[config.mk]
export PLATFORM = sky130hd
export DESIGN_NAME = puvvada_says_btn_decoder
export DESIGN_NICKNAME = d
export VERILOG_FILES = /design/src/rtl/puvvada_says_btn_decoder.sv
export SDC_FILE = /design/constraint.sdc
export NUM_CORES = 1
export LEC_CHECK = 0
export ABC_AREA = 1
export CAP_MARGIN = 20
export CORE_MARGIN = 3
export CORE_UTILIZATION = 52
export CTS_CLUSTER_DIAMETER = 60
export DETAILED_ROUTE_END_ITERATION = 16
export HOLD_SLACK_MARGIN = 0.02
export PLACE_DENSITY = 0.74
export SLEW_MARGIN = 20
export SYNTH_ARGS = -nofsm -noshare
export SYNTH_HDL_FRONTEND = slang
export SYNTH_SLANG_ARGS = --single-unit
[constraint.sdc]
create_clock -name Clk -period 1.6 [get_ports Clk]
set_input_delay 0.48 -clock Clk [delete_from_list [all_inputs] [get_ports Clk]]
set_output_delay 0.48 -clock Clk [all_outputs]
set_load 0.01 [all_outputs]
[src/rtl/puvvada_says_btn_decoder.sv]
// Debounces the four board direction buttons into single colour events held under valid/ack.
// Define BTN_EVENT_ON_RELEASE_EN to fire the event when the release debounce completes.
module puvvada_says_btn_decoder #(
    parameter int unsigned DEBOUNCE_CYCLES = 500000,
    parameter int unsigned CNT_W           = 20
) (
    input  logic       Clk,
    input  logic       Reset,
    input  logic       ON,
    input  logic       Btn_U,
    input  logic       Btn_R,
    input  logic       Btn_D,
    input  logic       Btn_L,
    output logic [1:0] Color,
    output logic       Color_Valid,
    input  logic       Color_Ack,
    output logic       Overrun,
    output logic       Busy
);

    typedef enum logic [1:0] {StIdle, StDebPress, StHeld, StDebRelease} state_e;

    localparam logic [CNT_W-1:0] CntMax = CNT_W'(DEBOUNCE_CYCLES - 1);

    state_e           state_q;
    logic [CNT_W-1:0] cnt_q;
    logic [1:0]       sel_q;
    logic [3:0]       btn_raw;
    logic [3:0]       sync_q1;
    logic [3:0]       sync_q2;

    logic       one_hot;
    logic [1:0] enc;
    logic       s_sel;
    logic       others_hi;
    logic       cnt_done;
    logic       evt;

    // Bit index equals the colour code: U=0, R=1, D=2, L=3.
    assign btn_raw = {Btn_L, Btn_D, Btn_R, Btn_U};

    always_ff @(posedge Clk or negedge Reset) begin
        if (!Reset) begin
            sync_q1 <= 4'b0000;
            sync_q2 <= 4'b0000;
        end else begin
            sync_q1 <= btn_raw;
            sync_q2 <= sync_q1;
        end
    end

    always_comb begin
        one_hot = 1'b1;
        enc     = 2'd0;
        unique case (sync_q2)
            4'b0001: enc = 2'd0;
            4'b0010: enc = 2'd1;
            4'b0100: enc = 2'd2;
            4'b1000: enc = 2'd3;
            default: one_hot = 1'b0;
        endcase
    end

    assign s_sel     = sync_q2[sel_q];
    assign others_hi = |(sync_q2 & ~(4'b0001 << sel_q));
    assign cnt_done  = (cnt_q == CntMax);

`ifdef BTN_EVENT_ON_RELEASE_EN
    assign evt = ON && (state_q == StDebRelease) && !s_sel && cnt_done;
`else
    assign evt = ON && (state_q == StDebPress) && s_sel && !others_hi && cnt_done;
`endif

    always_ff @(posedge Clk or negedge Reset) begin
        if (!Reset) begin
            state_q     <= StIdle;
            cnt_q       <= '0;
            sel_q       <= 2'd0;
            Busy        <= 1'b0;
            Color       <= 2'd0;
            Color_Valid <= 1'b0;
            Overrun     <= 1'b0;
        end else begin
            if (!ON) begin
                state_q <= StIdle;
                cnt_q   <= '0;
                Busy    <= 1'b0;
            end else begin
                case (state_q)
                    StIdle: begin
                        cnt_q <= '0;
                        if (one_hot) begin
                            sel_q   <= enc;
                            state_q <= StDebPress;
                            Busy    <= 1'b1;
                        end
                    end
                    StDebPress: begin
                        if (!s_sel || others_hi) begin
                            state_q <= StIdle;
                            cnt_q   <= '0;
                            Busy    <= 1'b0;
                        end else if (cnt_done) begin
                            state_q <= StHeld;
                            cnt_q   <= '0;
                        end else begin
                            cnt_q <= cnt_q + 1'b1;
                        end
                    end
                    StHeld: begin
                        cnt_q <= '0;
                        if (!s_sel) begin
                            state_q <= StDebRelease;
                        end
                    end
                    StDebRelease: begin
                        if (s_sel) begin
                            state_q <= StHeld;
                            cnt_q   <= '0;
                        end else if (cnt_done) begin
                            state_q <= StIdle;
                            cnt_q   <= '0;
                            Busy    <= 1'b0;
                        end else begin
                            cnt_q <= cnt_q + 1'b1;
                        end
                    end
                    default: begin
                        state_q <= StIdle;
                        cnt_q   <= '0;
                        Busy    <= 1'b0;
                    end
                endcase
            end

            // A simultaneous ack consumes the old event, so the new one is not an overrun.
            if (evt) begin
                Color       <= sel_q;
                Color_Valid <= 1'b1;
                if (Color_Valid && !Color_Ack) begin
                    Overrun <= 1'b1;
                end
            end else if (Color_Valid && Color_Ack) begin
                Color_Valid <= 1'b0;
            end
        end
    end

endmodule

# [Word-level counts from Yosys, hierarchy flattened]
# Cells that the tools add are included.
[word_totals] reg_bits=37 latch_bits=0 ramBits=0 romBits=0 input_bits=8 out_inout_bits=5 wordCells=74 memories=0
[op_classes] add_sub_neg=1 multipliers=0 div=0 order_cmp=1 eq_ne=16 shift=1 muxes=25 bitwise=2 n_reduce_logical=19
[op_table] cell="20-bit 2-to-1 mux" n=4
[op_table] cell="20-bit case mux with 3 select lines" n=1
[op_table] cell="20-bit by 1-bit adder with 20-bit output (second input constant)" n=1
[op_table] cell="20-bit by 19-bit == test with 1-bit output (second input constant)" n=1
[op_table] cell="2-bit 2-to-1 mux" n=7
[op_table] cell="3-bit inequality test (second input constant)" n=4
[op_table] cell="1-bit 2-to-1 mux" n=9
[op_table] cell="2-bit case mux with 4 select lines" n=1
[op_table] cell="4-bit OR reduction" n=2
[op_table] cell="1-bit logical AND" n=6
[op_table] cell="2-bit case mux with 3 select lines" n=1
[op_table] cell="5-bit AND reduction" n=1
[op_table] cell="4-bit AND" n=1
[op_table] cell="2-bit == test (second input constant)" n=2
[op_table] cell="4-bit by 1-bit == test with 1-bit output (second input constant)" n=1
[op_table] cell="4-bit by 2-bit == test with 1-bit output (second input constant)" n=1
[op_table] cell="4-bit by 3-bit == test with 1-bit output (second input constant)" n=1
[op_table] cell="4-bit == test (second input constant)" n=1
[op_table] cell="4-bit by 1-bit inequality test with 1-bit output (second input constant)" n=1
[op_table] cell="4-bit by 3-bit inequality test with 1-bit output (second input constant)" n=1
[op_table] cell="4-bit inequality test (second input constant)" n=1
[op_table] cell="4-bit inverter" n=1
[op_table] cell="4-bit AND reduction" n=1
[op_table] cell="1-bit by 2-bit left shift with 4-bit output (first input constant)" n=1
[op_table] cell="other kinds (12)" n=14

# [Logic depth before layout (Yosys ltp)]
# Gate-level depths: netlist of run 1.
[logic_depth] word_depth=8 depth_mapped=12 ltp_nobuf=12

# [Worst setup path before layout of run 1]
# Ideal clock, no wire load.
[synth_path] kind="register -> register" from="register cnt_q[0]" to="register cnt_q[9]" setup_time_ns=0.121 arrival_ns=1.430 t_required_ns=1.479 slack_ns=0.049 path_stages_with_launch=10 n_path_buf=1 period_less_slack_ns=1.551 cell_sequence="dfrtp_1 > ha_1 > nand2_1 > inv_1 > nand2_1 > nor2_1 > nand3_1 > nand3_4 > buf_6 > nor2_2"
[synth_via] elab_chain_cells=5 elab_cells_between_ends=7 cone_classes="1 x add/sub; 1 x eq/ne; 5 x mux"
[synth_rtl] item="start, declared" line_no="26" source="logic [CNT_W-1:0] cnt_q;"
[synth_rtl] item="start signal, assigned" line_no="107" source="cnt_q <= cnt_q + 1'b1;"
[synth_rtl] item="start signal, assigned" line_no="125" source="cnt_q <= cnt_q + 1'b1;"
[synth_rtl] item="20-bit by 1-bit adder with 20-bit output or 20-bit by 19-bit == test with 1-bit output (tied branches)" line_no="107, 125, 66"
[synth_rtl] item="20-bit 2-to-1 mux *" line_no="103, 120"
[synth_rtl] item="20-bit 2-to-1 mux (on tied branches)" line_no="117, 99"
[synth_rtl] item="20-bit case mux with 3 select lines *" line_no="89" source="case (state_q)"
[synth_rtl] item="20-bit 2-to-1 mux *" line_no="84" source="if (!ON) begin"
# Mark *: on every way between the ends. The rest lies on a longest branch, timed or not.
# A chain may end at the register's enable or synchronous reset.

# [Worst setup path after layout of run 1]
[layout_path] from="register sel_q[0]" to="register state_q[1]"
[layout_via] elab_chain_cells=8 elab_cells_between_ends=16 cone_classes="3 x eq/ne; 1 x shift; 6 x mux; 2 x bitwise; 4 x reduce/logical"
[layout_rtl] item="start, declared" line_no="27" source="logic [1:0] sel_q;"
[layout_rtl] item="start signal, assigned" line_no="93" source="sel_q <= enc;"
[layout_rtl] item="1-bit by 2-bit left shift with 4-bit output" line_no="65" source="assign others_hi = |(sync_q2 & ~(4'b0001 << sel_q));"
[layout_rtl] item="4-bit inverter" line_no="65"
[layout_rtl] item="4-bit AND" line_no="65"
[layout_rtl] item="4-bit OR reduction" line_no="65"
[layout_rtl] item="1-bit logical OR" line_no="99" source="if (!s_sel || others_hi) begin"
[layout_rtl] item="2-bit 2-to-1 mux" line_no="99"
[layout_rtl] item="2-bit case mux with 4 select lines" line_no="89"
[layout_rtl] item="2-bit 2-to-1 mux" line_no="84"
[layout_rtl] item="end signal, assigned" line_no="85" source="state_q <= StIdle;"
[layout_rtl] item="end signal, assigned" line_no="94" source="state_q <= StDebPress;"
[layout_rtl] item="end signal, assigned" line_no="100" source="state_q <= StIdle;"
[layout_rtl] item="end, declared" line_no="25" source="state_e state_q;"
# Several ways; a longest one is shown, not always the timed one. The select of a mux whose other input is x is not followed.

==> metrics, run 1 <==
DR vias 1751; DRC 0; Boundary Pins 13; Syn Inst Count 250; final worst path period need 1.60 ns; critical path class flop to flop; PwrDens 830 mW/mm^2; Max Fclk 624 MHz; failing checks setup timing; VDD IR max 0.646 mV; RD Place Congestion 0.818; die width 67.7 microns; wire per inst 13.5 microns; number of synthesized register bits 37; first-pass GRT wire length 7040 microns; hpwl dp 2710 microns; Worst Max-Slew Pin Slew 0.276 ns; RSZ-0062 raised after global routing true; Synthesis Warnings 0; Max Slew Vio Count 0; dpl ws -0.0925 ns; antenna violations before repair 0; IO buf count 12; CTS tree done; hold-fix buffers at CTS 0; post-route clock skew 0.00705 ns; Reg2Reg Setup Slack -0.002 ns; Routed Antenna Nets 0; largest net degree at the start of global routing 38; worst path required time 1.79 ns; area of placed instances 0.00234 sq mm; share of cells above drive strength 1 33.2%; H-tree lvl count 2; Routed WL 4660 microns; CP max stage delay 0.46 ns; Final #Nets 310; Clock Latency Late Sink 0.30 ns; crit path launch type flop; maximum buffer depth of the clock tree 2; Post-Syn Nets 263; Tot GR Track Use 20.5%; sequential area share after synthesis 46.7%; vias in the first global route 1666; CP Cell Sequence inv_2 > nand2_2 > nand2_2 > nand2_2 > nand2_4 > nand3_4 > buf_4 > nor2_2 > nor2_2 > nand3_1 > nand2_1; root buf cell clkbuf_8; via/cell ratio 5.09; Max Fanout on Critical Path 7; Netlist cell types 25; top cells by area, synth dfrtp_1, nand2_1, nor2_1; CORE AREA 0.00349 sq mm; initial DRC count 192; maxcap violations 0; number of CTS-inserted buffers 5; grt total ovfl 0; slowest library cell on the worst path dfrtp_2; Initial Utilization 56.7%; Worst EP arrival 1.80 ns; Slew HR 81.6%; Finish-stage setup viols 1; Hold Vio Cnt, Final 0; most frequent CP cell nand2_2; Ant. Diodes 0; FF-to-FF Start sel_q[0]; post-synthesis cell area 0.00198 sq mm; Std-Cell Rows 21; DRT Pass-1 Iters 6; Layout area overhead 38.2%; Synth top area share 46.7%; Avg Inst Size Synth 7.92 sq um; final instance area 0.00274 sq mm; setup ws final -0.00152 ns; r2r worst-path depth 11; status finished with violations; CP Capture Type flop; Hold Path Class input pin to async pin; worst reg2reg endpoint state_q[1]; die area 0.00459 sq mm; CTS clk-pin slew, worst paths 0.09 ns; Leakage 0.00126 uW; cell taking the most area after synthesis dfrtp_1; fin crit share 100%; Die Ht 67.7 microns; TritonCTS Sinks 37
## cell usage in the layout, fill, tap and decap left out, drive strengths merged
| cell type | count |
|---|---|
| nor3 | 6 |
| dfrtp | 37 |
| clkbuf | 5 |
| ha | 5 |
| o21ai | 6 |
| xor2 | 9 |
| xnor2 | 4 |
| nor2 | 52 |
| clkdlybuf4s50 | 6 |
| nand4 | 5 |
| nand3 | 21 |
| inv | 34 |
| nand2 | 64 |
| clkinvlp | 1 |
| nand3b | 1 |
| a21oi | 5 |
| a21o | 1 |
| dlygate4sd2 | 5 |
| a31oi | 1 |
| buf | 30 |
## state kept, by name (all words and copies together), names as in the netlist
signal / cells
cnt_q: 20
sync_q1: 4
sync_q2: 4
Color: 2
sel_q: 2
state_q: 2
Busy: 1
Color_Valid: 1
Overrun: 1
## synthesized netlist by cell type
cell type  number
nand3_2         1
buf_2           1
a21o_2          1
nand4_1         5
dfrtp_1        37
a21oi_1         5
o21ai_2         1
inv_2           2
nand3_4         1
ha_1            5
nor3_4          1
nor3_1          5
nor2_2         12
xnor2_1         4
nand3b_1        1
nand2_2         2
nand2_1        62
buf_6           1
xor2_1          9
o21ai_0         4
nor2_1         40
a31oi_1         1
nand3_1        18
inv_1          30
o21ai_1         1
## cells by family after synthesis
group | Yosys count | share of synthesized area, %
flops | 37 | 46.7
simple gates | 148 | 33.7
fa+ha+maj | 5 | 3.16
buf+inv | 34 | 6.89
compound gates | 13 | 3.73
xor+xnor | 13 | 5.75
## power by group
group	switching [uW]	total (uW)	internal, uW
sequential	54.8	1030	979
combinational	314	522	209
clock	397	715	318
total	765	2270	1510
## layer usage
layer  routed length [microns]  share of wire [%]  up-vias  track usage (%)
met3                       129                2.8       12             4.83
met4                        73                1.6        0             8.35
li1                          -                  -      871                -
met2                      2400                 52       34             35.8
met5                         0                  0        -                0
met1                      2050                 44      834             24.1
## how the worst max path moves through the flow
| stage | startpoint | to | depth (start not counted) |
|---|---|---|---|
| global route | cnt_q[3] | cnt_q[18] | 7 |
| global placement | ON | state_q[1] | 8 |
| finish | sel_q[0] | state_q[1] | 11 |
| detailed placement | ON | Busy | 8 |
| floorplan | cnt_q[0] | cnt_q[9] | 9 |
| CTS | cnt_q[0] | Color[0] | 11 |
## critical path: cells and delay by family (launching register included)
kind / cells / cell delay (ns)
simple gates: 9 / 0.78
flops: 1 / 0.46
buf+inv: 2 / 0.25
## cell type report
class                           count  area (sq um)
Timing Repair Buffer               41           359
Clock buffer                        5          68.8
Inverter                           32           120
Multi-Input combinational cell    180          1180
Clock inverter                      3          25.0
Fill cell                         232           758
Tap cell                           46          57.6
Sequential cell                    37           928
## metrics by stage
step / utilization [%] / instances / power [uW] / hold WS (ns) / setup TNS (ns)
4_1_cts: 70.8 / 340 / 2130 / 0.130 / -0.00315
3_3_place_gp: 67.0 / 330 / 1410 / 0.335 / -0.986
2_1_floorplan: - / 250 / 1250 / 0.184 / 0
5_1_grt: 78.3 / 344 / 2370 / 0.136 / -1.31
3_5_place_dp: 67.0 / 330 / 1420 / 0.337 / -1.40
6_report: 78.3 / 344 / 2270 / 0.125 / -0.00152
## timing repair
action / in CTS / in global routing
gates resized for setup: 12 / 57
cloned: 1 / 0
buffers inserted: 1 / 4
pin swaps: 1 / 29
endpoints found under the setup margin: 22 / 26
endpoints found under the hold margin: 0 / 0
Note: power is estimated with default switching activity, not from simulation.
==> run 2, diff against run 1 <==
Settings changed: CORE_ASPECT_RATIO from default to 0.8, SETUP_SLACK_MARGIN from default to 0.1.
==> run 2 against run 1 <==
  * The flow now finishes without violations
  * Highest routed layer unchanged
  * Hold slack worse by 0.044 ns
  * Critical path depth stayed put
  * Cell count is 0.58% lower
  * Critical endpoint unchanged
==> metrics, run 2 (synthesis gave the netlist of run 1 again) <==
root buf cell clkbuf_8 (unchanged); VDD IR max 0.664 mV (was 0.646 mV); Tot GR Track Use 20.7% (was 20.5%); Largest register FFs 20 (unchanged); via/cell ratio 5.20 (was 5.09); Layout area overhead 36.3% (was 38.2%); status finished clean (was finished with violations); Max Fclk 632 MHz (was 624 MHz); Slew HR 75.4% (was 81.6%); RD Place Congestion 0.928 (was 0.818); largest net degree at the start of global routing 24 (was 38); crit path launch type flop (unchanged); fin crit share 98.9% (was 100%); Ant. Diodes 0 (unchanged); Finish-stage setup viols 0 (was 1); number of CTS-inserted buffers 5 (unchanged); Clock Latency Late Sink 0.30 ns (about the same); Boundary Pins 13 (unchanged); Routed Antenna Nets 0 (unchanged); gr busiest metal met1 (was met2); CTS clk-pin slew, worst paths 0.08 ns (was 0.09 ns); first-pass GRT wire length 7040 microns (unchanged); H-tree lvl count 2 (unchanged); Reg2Reg Setup Slack 0.02 ns (was -0.002 ns); hpwl dp 2800 microns (was 2710 microns); share of cells above drive strength 1 31.7% (was 33.2%); final worst path period need 1.58 ns (was 1.60 ns); FF-to-FF Start cnt_q[1] (was sel_q[0]); CORE AREA 0.00354 sq mm (was 0.00349 sq mm); Cells after DPL 326 (was 330); IO buf count 12 (unchanged); GR Util met1 31.3% (was 24.1%); grt total ovfl 0 (unchanged); worst reg2reg endpoint state_q[1] (unchanged); DR vias 1780 (was 1751); PwrDens 934 mW/mm^2 (was 830 mW/mm^2); hold-fix buffers at CTS 0 (unchanged); dpl ws -0.0856 ns (was -0.0925 ns); biggest registers after layout cnt_q x20, sync_q1 x4, sync_q2 x4 (unchanged); most common cell after layout, fill and taps aside nand2_1 (unchanged); global routing usage on met3 4.89% (was 4.83%); Die Ht 61.2 microns (was 67.7 microns); most flop-heavy register cnt_q (unchanged); Initial Utilization 55.9% (was 56.7%); Worst EP arrival 1.82 ns (was 1.80 ns); CTS tree done (unchanged); initial DRC count 191 (was 192); post-route clock skew 0.00632 ns (was 0.00705 ns); Routed WL 4480 microns (was 4660 microns); setup ws final 0.0173 ns (was -0.00152 ns); die area 0.00459 sq mm (about the same); Hold Vio Cnt, Final 0 (unchanged); die width 75 microns (was 67.7 microns); maxcap violations 0 (unchanged); Hold Path Class input pin to async pin (unchanged); vias in the first global route 1566 (was 1666); Max Fanout on Critical Path 8 (was 7); Max Slew Vio Count 0 (unchanged); Leakage 0.00128 uW (was 0.00126 uW); TritonCTS Sinks 37 (unchanged); CP Capture Type flop (unchanged); GRT met2 Usage 27.8% (was 35.8%); Worst Max-Slew Pin Slew 0.370 ns (was 0.276 ns); maximum buffer depth of the clock tree 2 (unchanged); antenna violations before repair 0 (unchanged); critical path class flop to flop (unchanged); setup tns final 0 ns (was -0.00152 ns); Std-Cell Rows 19 (was 21); worst path required time 1.84 ns (was 1.79 ns); commonest cells after routing, fill and taps aside nand2_1, dfrtp_1, nor2_1, inv_1, buf_4 (was nand2_1, dfrtp_1, inv_1, nor2_1, buf_4); RSZ-0062 raised after global routing true (unchanged); wire per inst 13.1 microns (was 13.5 microns); DRT Pass-1 Iters 4 (was 6); fin cells 342 (was 344); Final #Nets 312 (was 310); Tot Pwr 2520 uW (was 2270 uW); CP Launch Point cnt_q[1] (was sel_q[0]); DRC 0 (unchanged); r2r worst-path depth 11 (unchanged)
## run 2: cell count changes in the layout (fill, tap and decap cells not counted), sizes merged
cell / delta
buf: +2
bufinv: +2
clkinvlp: -1
inv: -1
## run 2: report_power, final
part,total [uW],internal (uW),switching [uW]
combinational,500,213,288
clock,988,627,361
sequential,1030,980,51.4
total,2520,1820,700
## run 2: layout make-up
type                       instances  area (sq um)
clock inverter                     3          68.8
fill                             235           843
multi-input combinational        180          1080
tap                               42          52.6
clock buffer                       5          68.8
sequential                        37           930
inverter                          32           120
timing repair buffer              43           377
## run 2: layer usage
metal / part of all wire (%) / routed length, microns
met5: 0 / 0
met2: 46 / 2070
met1: 47 / 2100
met4: 2.1 / 93
met3: 5.0 / 226
## run 2: how the worst max path moves through the flow
stage | endpoint | slack [ns] | depth (start not counted)
finish | state_q[1] | 0.02 | 11
global route | state_q[1] | -0.09 | 11
CTS | cnt_q[18] | 0.07 | 8
detailed placement | Busy | -0.09 | 8
global placement | Busy | -0.05 | 8
floorplan | Color[0] | 0.11 | 11
## run 2: repair_timing
item                                   in CTS  in global routing
endpoints found under the hold margin       0                  0
buffers inserted                            0                  7
setup endpoints to repair                  32                 27
pin swaps                                   3                 15
gates cloned                                1                  0
gates resized for setup                    19                 37
## run 2: critical path, cell delays in order (launching register included)
cell     delay, ns
dfrtp_1       0.36
ha_2          0.20
nand2_2       0.07
inv_2         0.08
nand2_4       0.05
nor2_4        0.12
nand3_4       0.17
nand2_2       0.12
nor2_2        0.05
nor2_2        0.13
nand3_1       0.10
nand2_1       0.07
## run 2: metrics by stage
step / instance area, sq um / util [%] / hold WS [ns]
after floorplan: 1990 / - / 0.184
after global placement: 2330 / 65.8 / 0.332
after detailed placement: 2330 / 65.8 / 0.336
after CTS: 2530 / 71.4 / 0.0996
after global routing: 2700 / 76.2 / 0.114
final: 2700 / 76.2 / 0.0809
